### src/rtl/wb_ps2_pkg.sv
// wb_ps2_pkg: register offsets, STATUS/CTRL bit positions and the receiver
// state type shared by the PS/2 receiver block.
package wb_ps2_pkg;

  // Register offsets (adr_i[1:0])
  localparam logic [1:0] REG_RXDATA = 2'd0;
  localparam logic [1:0] REG_STATUS = 2'd1;
  localparam logic [1:0] REG_CTRL   = 2'd2;

  // STATUS bit positions
  localparam int ST_NONEMPTY = 0;
  localparam int ST_FULL     = 1;
  localparam int ST_OVERFLOW = 2;
  localparam int ST_ERR_PAR  = 3;
  localparam int ST_ERR_FRM  = 4;
  localparam int ST_FLUSH    = 7;  // write-only: flush the FIFO

  // CTRL bit positions
  localparam int CTRL_IRQ_EN = 0;
  localparam int CTRL_RX_EN  = 1;

  // Frame receiver states
  typedef enum logic [1:0] {
    IDLE,
    DATA,
    PARITY,
    STOP
  } rx_state_t;

  // PS/2 uses odd parity: data bits plus parity bit hold an odd number of ones.
  function automatic logic odd_parity_ok(input logic [7:0] data, input logic par);
    return ^{data, par};
  endfunction

endpackage

### src/rtl/wb_ps2_rx_fifo.sv
// ps2_rx_fifo: synchronous byte FIFO for received PS/2 bytes.
// A pop on empty is ignored; a push on full succeeds only with a same-cycle
// pop. Flush empties the FIFO and wins over a concurrent push/pop.
module ps2_rx_fifo #(
  parameter  int DEPTH = 8,
  localparam int AW    = $clog2(DEPTH),
  localparam int CW    = AW + 1
) (
  input  logic          clk_i,
  input  logic          rst_i,
  input  logic          push,
  input  logic [7:0]    din,
  input  logic          pop,
  input  logic          flush,
  output logic [7:0]    dout,
  output logic          full,
  output logic          empty,
  output logic [CW-1:0] count
);

  logic [7:0]    mem [DEPTH];
  logic [AW-1:0] wr_ptr;
  logic [AW-1:0] rd_ptr;
  logic          do_push;
  logic          do_pop;

  assign empty   = (count == '0);
  assign full    = (count == CW'(DEPTH));
  assign do_pop  = pop & ~empty;
  assign do_push = push & (~full | do_pop);
  assign dout    = mem[rd_ptr];

  // Storage write
  // NOTE: the storage array has no reset; only pointers/count define validity,
  // which keeps the array as plain RAM.
  always_ff @(posedge clk_i) begin
    if (do_push && !flush) mem[wr_ptr] <= din;
  end

  // Pointers and fill count; pointers wrap naturally since DEPTH is a power of two
  // NOTE: sequential state uses non-blocking assignments so every register
  // samples pre-edge values regardless of statement order.
  always_ff @(posedge clk_i or posedge rst_i) begin
    if (rst_i) begin
      wr_ptr <= '0;
      rd_ptr <= '0;
      count  <= '0;
    end else if (flush) begin
      wr_ptr <= '0;
      rd_ptr <= '0;
      count  <= '0;
    end else begin
      if (do_push) wr_ptr <= wr_ptr + 1'b1;
      if (do_pop)  rd_ptr <= rd_ptr + 1'b1;
      if (do_push && !do_pop)      count <= count + 1'b1;
      else if (do_pop && !do_push) count <= count - 1'b1;
    end
  end

endmodule

### src/rtl/wb_ps2.sv
// wb_ps2: Wishbone slave PS/2 receiver (device-to-host frames only).
// Optional build macro PS2_GLITCH_FILTER_EN adds a FILTER_LEN-cycle stability
// filter on the synchronised ps2_clk before falling-edge detection.
module wb_ps2
  import wb_ps2_pkg::*;
#(
  parameter int FIFO_DEPTH = 8,
  parameter int TIMEOUT    = 50000,
  parameter int FILTER_LEN = 8
) (
  input  logic        clk_i,
  input  logic        rst_i,
  input  logic        cyc_i,
  input  logic        stb_i,
  input  logic        we_i,
  input  logic [29:0] adr_i,
  input  logic [3:0]  sel_i,
  input  logic [31:0] dat_i,
  output logic        ack_o,
  output logic [31:0] dat_o,
  input  logic        ps2_clk,
  input  logic        ps2_dat,
  output logic        irq_o
);

  localparam int CW = $clog2(FIFO_DEPTH) + 1;
  localparam int TW = $clog2(TIMEOUT + 1);

  logic [1:0]    clk_sync, dat_sync;
  logic          ps2_clk_s, ps2_dat_s;
  logic          clk_level, clk_prev, ps2_fall;

  rx_state_t     state;
  logic [2:0]    bit_cnt;
  logic [7:0]    shreg;
  logic          par_bit;
  logic [TW-1:0] timer;
  logic          rx_push, set_par, set_frm;

  logic          irq_en, rx_en;
  logic          overflow, err_par, err_frm;

  logic          fifo_full, fifo_empty, flush, rd_pop;
  logic [7:0]    fifo_dout;
  logic [CW-1:0] fifo_count;

  logic          req, wr, st_wr, ctrl_wr, ovf_set;
  logic [31:0]   rdata;
  logic          unused_bits;

  assign unused_bits = ^{adr_i[29:2], sel_i[3:1], dat_i[31:8], dat_i[6:5]};

  // Two-flop synchronisers; idle-high reset so no false edge comes out of reset
  always_ff @(posedge clk_i or posedge rst_i) begin
    if (rst_i) begin
      clk_sync <= 2'b11;
      dat_sync <= 2'b11;
    end else begin
      clk_sync <= {clk_sync[0], ps2_clk};
      dat_sync <= {dat_sync[0], ps2_dat};
    end
  end

  assign ps2_clk_s = clk_sync[1];
  assign ps2_dat_s = dat_sync[1];

`ifdef PS2_GLITCH_FILTER_EN
  localparam int FW = $clog2(FILTER_LEN + 1);
  logic [FW-1:0] filt_cnt;

  // Accept a new ps2_clk level only after FILTER_LEN consecutive differing samples
  always_ff @(posedge clk_i or posedge rst_i) begin
    if (rst_i) begin
      clk_level <= 1'b1;
      filt_cnt  <= '0;
    end else if (ps2_clk_s == clk_level) begin
      filt_cnt <= '0;
    end else if (filt_cnt == FW'(FILTER_LEN - 1)) begin
      clk_level <= ps2_clk_s;
      filt_cnt  <= '0;
    end else begin
      filt_cnt <= filt_cnt + 1'b1;
    end
  end
`else
  logic unused_filter_len;
  assign unused_filter_len = (FILTER_LEN != 0);
  assign clk_level = ps2_clk_s;
`endif

  // Previous clock level for falling-edge detection
  always_ff @(posedge clk_i or posedge rst_i) begin
    if (rst_i) clk_prev <= 1'b1;
    else       clk_prev <= clk_level;
  end

  assign ps2_fall = clk_prev & ~clk_level;

  // Frame receiver: start, 8 data LSB first, odd parity, stop; timeout abandons partial frames
  always_ff @(posedge clk_i or posedge rst_i) begin
    if (rst_i) begin
      state   <= IDLE;
      bit_cnt <= '0;
      shreg   <= '0;
      par_bit <= 1'b0;
      timer   <= '0;
      rx_push <= 1'b0;
      set_par <= 1'b0;
      set_frm <= 1'b0;
    end else begin
      rx_push <= 1'b0;
      set_par <= 1'b0;
      set_frm <= 1'b0;
      if (!rx_en) begin
        state   <= IDLE;
        bit_cnt <= '0;
        timer   <= '0;
      end else if (ps2_fall) begin
        timer <= '0;
        case (state)
          IDLE: begin
            if (!ps2_dat_s) begin
              state   <= DATA;
              bit_cnt <= '0;
            end else begin
              set_frm <= 1'b1;
            end
          end
          DATA: begin
            shreg   <= {ps2_dat_s, shreg[7:1]};
            bit_cnt <= bit_cnt + 1'b1;
            if (bit_cnt == 3'd7) state <= PARITY;
          end
          PARITY: begin
            par_bit <= ps2_dat_s;
            state   <= STOP;
          end
          STOP: begin
            state <= IDLE;
            if (!ps2_dat_s)                        set_frm <= 1'b1;
            else if (!odd_parity_ok(shreg, par_bit)) set_par <= 1'b1;
            else                                   rx_push <= 1'b1;
          end
          default: state <= IDLE;
        endcase
      end else if (state != IDLE) begin
        if (timer == TW'(TIMEOUT)) begin
          state   <= IDLE;
          bit_cnt <= '0;
          timer   <= '0;
        end else begin
          timer <= timer + 1'b1;
        end
      end else begin
        timer <= '0;
      end
    end
  end

  ps2_rx_fifo #(.DEPTH(FIFO_DEPTH)) u_fifo (
    .clk_i (clk_i),
    .rst_i (rst_i),
    .push  (rx_push),
    .din   (shreg),
    .pop   (rd_pop),
    .flush (flush),
    .dout  (fifo_dout),
    .full  (fifo_full),
    .empty (fifo_empty),
    .count (fifo_count)
  );

  // Bus decode: requests are acked next cycle; writes take effect in the ack cycle
  assign req     = cyc_i & stb_i & ~ack_o;
  assign wr      = ack_o & cyc_i & stb_i & we_i & sel_i[0];
  assign st_wr   = wr & (adr_i[1:0] == REG_STATUS);
  assign ctrl_wr = wr & (adr_i[1:0] == REG_CTRL);
  assign flush   = st_wr & dat_i[ST_FLUSH];
  assign ovf_set = rx_push & fifo_full & ~rd_pop;

  // Read mux, captured at request time and presented with ack
  // NOTE: every always_comb output gets a default first so no path infers a latch.
  always_comb begin
    rdata = '0;
    case (adr_i[1:0])
      REG_RXDATA: if (!fifo_empty) rdata[8:0] = {1'b1, fifo_dout};
      REG_STATUS: begin
        rdata[ST_NONEMPTY] = ~fifo_empty;
        rdata[ST_FULL]     = fifo_full;
        rdata[ST_OVERFLOW] = overflow;
        rdata[ST_ERR_PAR]  = err_par;
        rdata[ST_ERR_FRM]  = err_frm;
        rdata[15:8]        = 8'(fifo_count);
      end
      REG_CTRL: begin
        rdata[CTRL_IRQ_EN] = irq_en;
        rdata[CTRL_RX_EN]  = rx_en;
      end
      default: rdata = '0;
    endcase
  end

  // Bus response registers; the pop is armed only if the returned byte was valid
  always_ff @(posedge clk_i or posedge rst_i) begin
    if (rst_i) begin
      ack_o  <= 1'b0;
      dat_o  <= '0;
      rd_pop <= 1'b0;
    end else begin
      ack_o  <= req;
      dat_o  <= req ? rdata : '0;
      rd_pop <= req & ~we_i & (adr_i[1:0] == REG_RXDATA) & ~fifo_empty;
    end
  end

  // Control register and sticky flags; a same-cycle set beats a W1C clear
  always_ff @(posedge clk_i or posedge rst_i) begin
    if (rst_i) begin
      irq_en   <= 1'b0;
      rx_en    <= 1'b1;
      overflow <= 1'b0;
      err_par  <= 1'b0;
      err_frm  <= 1'b0;
    end else begin
      if (ctrl_wr) begin
        irq_en <= dat_i[CTRL_IRQ_EN];
        rx_en  <= dat_i[CTRL_RX_EN];
      end
      overflow <= ovf_set | (overflow & ~(st_wr & dat_i[ST_OVERFLOW]));
      err_par  <= set_par | (err_par  & ~(st_wr & dat_i[ST_ERR_PAR]));
      err_frm  <= set_frm | (err_frm  & ~(st_wr & dat_i[ST_ERR_FRM]));
    end
  end

  // Registered level interrupt
  always_ff @(posedge clk_i or posedge rst_i) begin
    if (rst_i) irq_o <= 1'b0;
    else       irq_o <= irq_en & (~fifo_empty | overflow);
  end

endmodule

### config.mk
export PLATFORM = sky130hd
export DESIGN_NAME = wb_ps2
export DESIGN_NICKNAME = d
export VERILOG_FILES = /design/src/rtl/wb_ps2_pkg.sv /design/src/rtl/wb_ps2_rx_fifo.sv /design/src/rtl/wb_ps2.sv
export SDC_FILE = /design/constraint.sdc
export NUM_CORES = 1
export LEC_CHECK = 0
export ABC_AREA = 1
export ABC_CLOCK_PERIOD_IN_PS = 3000
export BUFFER_PORTS_ARGS = -buffer_cell sky130_fd_sc_hd__buf_4
export CAP_MARGIN = 5
export CORE_UTILIZATION = 40
export DETAILED_ROUTE_END_ITERATION = 8
export GPL_TIMING_DRIVEN = 0
export SLEW_MARGIN = 20
export SYNTH_ARGS = -nofsm -noshare
export SYNTH_HDL_FRONTEND = slang
export SYNTH_SLANG_ARGS = --single-unit
### constraint.sdc
create_clock -name clk_i -period 3 [get_ports clk_i]
set_input_delay 0.3 -clock clk_i [delete_from_list [all_inputs] [get_ports clk_i]]
set_output_delay 0.3 -clock clk_i [all_outputs]
set_load 0.1 [all_outputs]
# == Word-level counts from Yosys, hierarchy flattened ==
# Memory sizes are Yosys's and may differ from the RTL's.
# Index checks and enable logic that the tools add are counted.
# totals
ramBits,64
register_bits,68
out_inout_bits,34
mem_bits_ro,0
memories,1
latchBits,0
# op_classes
n_reduce_logical,18
magnitude_cmp,0
bitwise_logic,38
n_addsub,6
n_shift,0
div_mod_pow,0
n_eq_ne,13
muxes,48
mul,0
# memory_table
memory,depth,width,rd,rd_clocked_by_memory_dff,write_ports,line,rtl
u_fifo.mem,8,8,1,0,1,wb_ps2_rx_fifo.sv:21,logic [7:0] mem [DEPTH];
# op_table
op,n
$mux W16,4
$mux W3,11
$and A1 B1 Y1,24
$add A16 B1 Y16 const B,1
$eq A16 B16 Y1 const B,1
$mux W1,16
$mux W12,1
$mux W2,6
$mux W4,3
$pmux W3 S2,2
$add A3 B1 Y3 const B,3
$mux W9,1
$not A1 Y1,9
$reduce_xor A9 Y1,1
$ne A4 B4 Y1 const B,2
$pmux W2 S4,1
$reduce_and A4 Y1,2
$eq A2 B2 Y1 const B,3
$ne A3 B2 Y1 const B,2
$pmux W2 S3,1
$reduce_and A3 Y1,2
$reduce_bool A2 Y1,3
$or A1 B1 Y1,5
$add A4 B1 Y4 const B,1
11 further kinds,18

# == Longest topological paths before layout ==
# logic_depth
depth_word,10
depth_mapped,13

# == By module ==
# From an unflattened synthesis, not the netlist that was laid out.
# unflattened
cells_unflattened,649
area_unflattened_um2,6217.2
# by_module_without_submodules
mod,n_inst,area_per_inst_um2,cells_per_inst,seq_area_each_um2
ps2_rx_fifo,1,3245.6,295,2172.1
wb_ps2,1,2971.6,354,1458.9

# == Worst setup path after synthesis ==
# No wires, ideal clock.
# synth_timing
path_kind,reg-to-reg
startpoint,register ack_o
endpoint,memory u_fifo.mem[4][0] (enable)
path_stages_with_launch,8
path_buffers,0
synth_period_minus_slack_ps,2113
slack_ps,887
t_arrival_ps,1742
cell_sequence,dfrtp_1 inv_2 nor2_2 nand4_4 inv_2 nor2_2 nand2_2 nor2_1
# synth_between
elab_chain_cells,10
# synth_rtl
item,line,rtl
from (decl),wb_ps2.sv:19,"output logic ack_o,"
from (signal assigned),wb_ps2.sv:210,ack_o <= req;
$and A1 B1 Y1 (4 in a row),wb_ps2.sv:175,assign wr = ack_o & cyc_i & stb_i & we_i & sel_i[0];
$and A1 B1 Y1,wb_ps2.sv:176,assign st_wr = wr & (adr_i[1:0] == REG_STATUS);
$and A1 B1 Y1,wb_ps2.sv:178,assign flush = st_wr & dat_i[ST_FLUSH];
$logic_not A1 Y1,wb_ps2_rx_fifo.sv:37,if (do_push && !flush) mem[wr_ptr] <= din;
$logic_and A1 B1 Y1,wb_ps2_rx_fifo.sv:37,
$mux W1,wb_ps2_rx_fifo.sv:37,
$mux W1 (implied by the code),wb_ps2_rx_fifo.sv:37,
to (decl),wb_ps2_rx_fifo.sv:21,
# No other way between the ends.

# == Worst setup path in the final report ==
# layout_timing
startpoint,register u_fifo.count[3]
endpoint,memory u_fifo.mem[4][2] (enable)
# layout_between
elab_chain_cells,8
# layout_rtl
item,line,rtl
from (decl),wb_ps2_rx_fifo.sv:18,output logic [CW-1:0] count
from (signal assigned),wb_ps2_rx_fifo.sv:55,if (do_push && !do_pop) count <= count + 1'b1;
from (signal assigned),wb_ps2_rx_fifo.sv:56,else if (do_pop && !do_push) count <= count - 1'b1;
$logic_not A4 Y1,wb_ps2_rx_fifo.sv:27,assign empty = (count == '0);
$not A1 Y1,wb_ps2_rx_fifo.sv:29,assign do_pop = pop & ~empty;
$and A1 B1 Y1,wb_ps2_rx_fifo.sv:29,
$or A1 B1 Y1 (*),wb_ps2_rx_fifo.sv:30,assign do_push = push & (~full | do_pop);
$and A1 B1 Y1 (*),wb_ps2_rx_fifo.sv:30,
$logic_and A1 B1 Y1 (*),wb_ps2_rx_fifo.sv:37,
$mux W1 (*),wb_ps2_rx_fifo.sv:37,
$mux W1 (implied by the code) (*),wb_ps2_rx_fifo.sv:37,
# Mark *: on every way between the ends. The rest lies on a longest branch, timed or not.

==> summary.txt <==
Global route
  – First-pass GRT wire length: 21960 um
  – Remaining Overflow, GRT: 0
  – Initial antenna violation count: 0
  – Vias in the first global route: 4510
  – Largest net degree at the start of global routing: 56
  – Gr usage total: 17.85%

Routing
  – Wire per inst: 14.02 um
  – Avg Vias per Cell: 4.876
  – ANT nets after route: 0
  – Initial DRC Count: 338
  – Final WL: 12990 um
  – Drt pass-1 iters: 7
  – Vias: 4520
  – Remaining DRCs: 0

Placement
  – Dpl ws: 0.7530 ns
  – Port bufs: 29
  – DP Wirelength: 9307 um
  – Placed cell count: 892
  – Routability Congestion: 0.8414

Clocking
  – Worst skew pair latency: 0.42 ns
  – Post_cts resized: 0
  – Clk slew on worst S/H paths: 0.06 ns
  – CTS Buffer Depth: 2
  – CTS tree: yes
  – H-tree depth: 4
  – Cts bufs inserted: 17
  – Root Driver: clkbuf_16
  – Clock sinks: 132

Synth
  – Yosys top cell area share: 30.88%
  – Asr flop ratio synth: 51.52%
  – EDFF count, synth: 64
  – Gate Count Post-Synth: 655
  – Ys Warns: 0
  – Largest area contributor in the netlist: edfxtp_1
  – Synth area leaders: edfxtp_1 31%, dfrtp_1 25%, nand2_1 9.0%
  – Cell area after synthesis: 0.006223 sq mm
  – Synth Register Bits: 132
  – Most used flip-flop cell after synthesis: edfxtp_1
  – Mean Syn Cell Area: 9.501 sq um
  – Synth unique cells: 44
  – Part of the Yosys area used for sequential elements: 58.34%

Run
  – Max Cap Violations: 0

Worst setup path
  – Req. time, crit path: 3.05 ns
  – Crit Path Class: flip-flop to flip-flop
  – Crit path capture type: flip-flop
  – Worst setup SP type: flip-flop
  – Worst-path fanout max: 8
  – Critical path arrival: 2.31 ns

Finish
  – NumNets Final: 813
  – Number of fill cells: 1450
  – Ant. Diodes: 0
  – Ratio of cells with drive above 1 in the final layout: 18.13%
  – Commonest non-fill, non-tap cell in the layout: nand2_1
  – Most frequent cells in the layout: 150 x nand2_1, 83 x nor2_1, 67 x inv_1
  – Non-filler instance count after layout: 927
  – Area Overhead vs Synth: 19.16%

STA
  – Tmin final: 2.262 ns
  – Worst Tran Pin Value: 0.8250 ns
  – Final Max Slew Viols: 0
  – Worst-case headroom to the max-slew limit: 44.80%
  – RSZ-0062 raised after global routing: false
  – Setup tns final: 0 ns
  – Final period utilization: 75.42%
  – Final hold violations: 0
  – F_max: 442.0 MHz
  – Final Setup Violations: 0
  – Setup ws final: 0.7375 ns
  – Skew final: 0.006823 ns

Pwr
  – Peak VDD IR: 0.3764 mV
  – Pwr per Cell Area: 657.5 mW/mm^2
  – Leak Pwr: 0.003332 uW
  – Final Power: 4876 uW

Hold path
  – Min-Delay Path Class: primary input to flip-flop

Floorplan
  – Total die area: 0.01606 sq mm
  – Die height: 126.7 um
  – Initial Util: 40.94%
  – Die Wd: 126.7 um
  – Core ar.: 0.01520 sq mm
  – Row count: 45
  – Top-Level Pins: 107

Run status
  – Status: finished clean
==> synthesized netlist by cell type (2+ instances only) <==
library cell	number
a21o_1	2
a21oi_1	16
a31oi_1	3
buf_2	7
buf_4	22
clkbuf_1	3
dfrtp_1	62
dfstp_2	6
edfxtp_1	64
ha_1	13
inv_1	68
inv_2	8
nand2_1	150
nand2_2	8
nand2_4	2
nand3_1	42
nand3_2	2
nand3_4	2
nand4_1	14
nor2_1	83
nor2_2	8
nor2_4	3
nor3_1	5
o21ai_0	32
o21ai_1	2
o22ai_1	6
xnor2_1	3
xor2_1	3
==> timing repair <==
| item | in CTS | in global routing |
|---|---|---|
| endpoints found under the hold margin | 12 | 0 |
| endpoints found under the setup margin | 0 | 0 |
| hold buffers | 3 | 0 |
| buffers inserted | 0 | 0 |
==> logic make-up after synthesis <==
family | Yosys count | share of synthesized area [%]
AOI/OAI and AO/OA | 67 | 5.931
xor gates and xnor gates | 6 | 0.8445
adders and majority gates | 14 | 2.935
buffers and inverters | 110 | 8.142
DFF | 132 | 58.34
muxes | 1 | 0.1809
other | 1 | 0.06026
and+or+nand+nor | 324 | 23.56
==> flip-flops by register name, indices dropped and copies added, names as in the netlist, 2 cells and up <==
register,flops
bit_cnt,3
clk_sync,2
dat_o,12
dat_sync,2
shreg,8
state,2
timer,16
u_fifo.count,4
u_fifo.mem,64
u_fifo.rd_ptr,3
u_fifo.wr_ptr,3
==> report_power, final <==
group / switching, uW / total (uW) / internal [uW] / leakage (uW)
Combinational: 439 / 615 / 176 / 0.00152
Sequential: 113 / 2120 / 2010 / 0.00151
Clock: 738 / 2140 / 1400 / 0.000300
Total: 1290 / 4880 / 3590 / 0.00333
==> metal layers <==
layer / part of all wire, % / GRT usage [%] / wire length (um)
met5: 0 / 0 / 0
met4: 2.3 / 8.473 / 298
met3: 3.9 / 3.754 / 511
met2: 49 / 30.03 / 6361
met1: 45 / 22.04 / 5823
==> cell type report <==
type	instances	area (sq um)	area share [%]
Tap cell	188	235.2	3.172
Clock buffer	21	450.4	6.074
Inverter	78	297.8	4.016
Clock inverter	11	157.7	2.126
Multi-Input combinational cell	432	2157	29.09
Timing Repair Buffer	33	275.3	3.712
Sequential cell	132	3631	48.96
Buffer	32	211.5	2.851
==> per-stage QoR <==
stage,util (%),hold WS [ns],instance area [sq um]
2_1_floorplan,-,0.3045,6295
3_3_place_gp,44.39,0.3467,6748
3_5_place_dp,44.58,0.2361,6778
4_1_cts,48.78,0.02260,7416
5_1_grt,48.78,0.03203,7416
6_report,48.78,0.03873,7416
==> critical path, stage by stage (launching register included) <==
cell     delay (ns)
dfrtp_1        0.41
inv_1          0.12
nor2_2         0.05
nand3_1        0.21
nand2_2        0.12
nor2_2         0.20
nand2_2        0.12
nor2_1         0.65
==> path summary, 6_finish.rpt <==
kind	start	endpoint	slack [ns]	cells after the start
setup / recovery	u_fifo.count[3]	u_fifo.mem[4][2]	0.74	7
hold / removal	we_i	rd_pop	0.04	2
setup reg to reg	u_fifo.count[3]	u_fifo.mem[4][2]	0.74	7
hold reg to reg	clk_sync[0]	clk_sync[1]	0.35	0
max in group asynchronous	rst_i	rx_en	2.07	4
min in group asynchronous	rst_i	timer[5]	0.36	3
No activity file was read; power rests on OpenSTA's default activity.
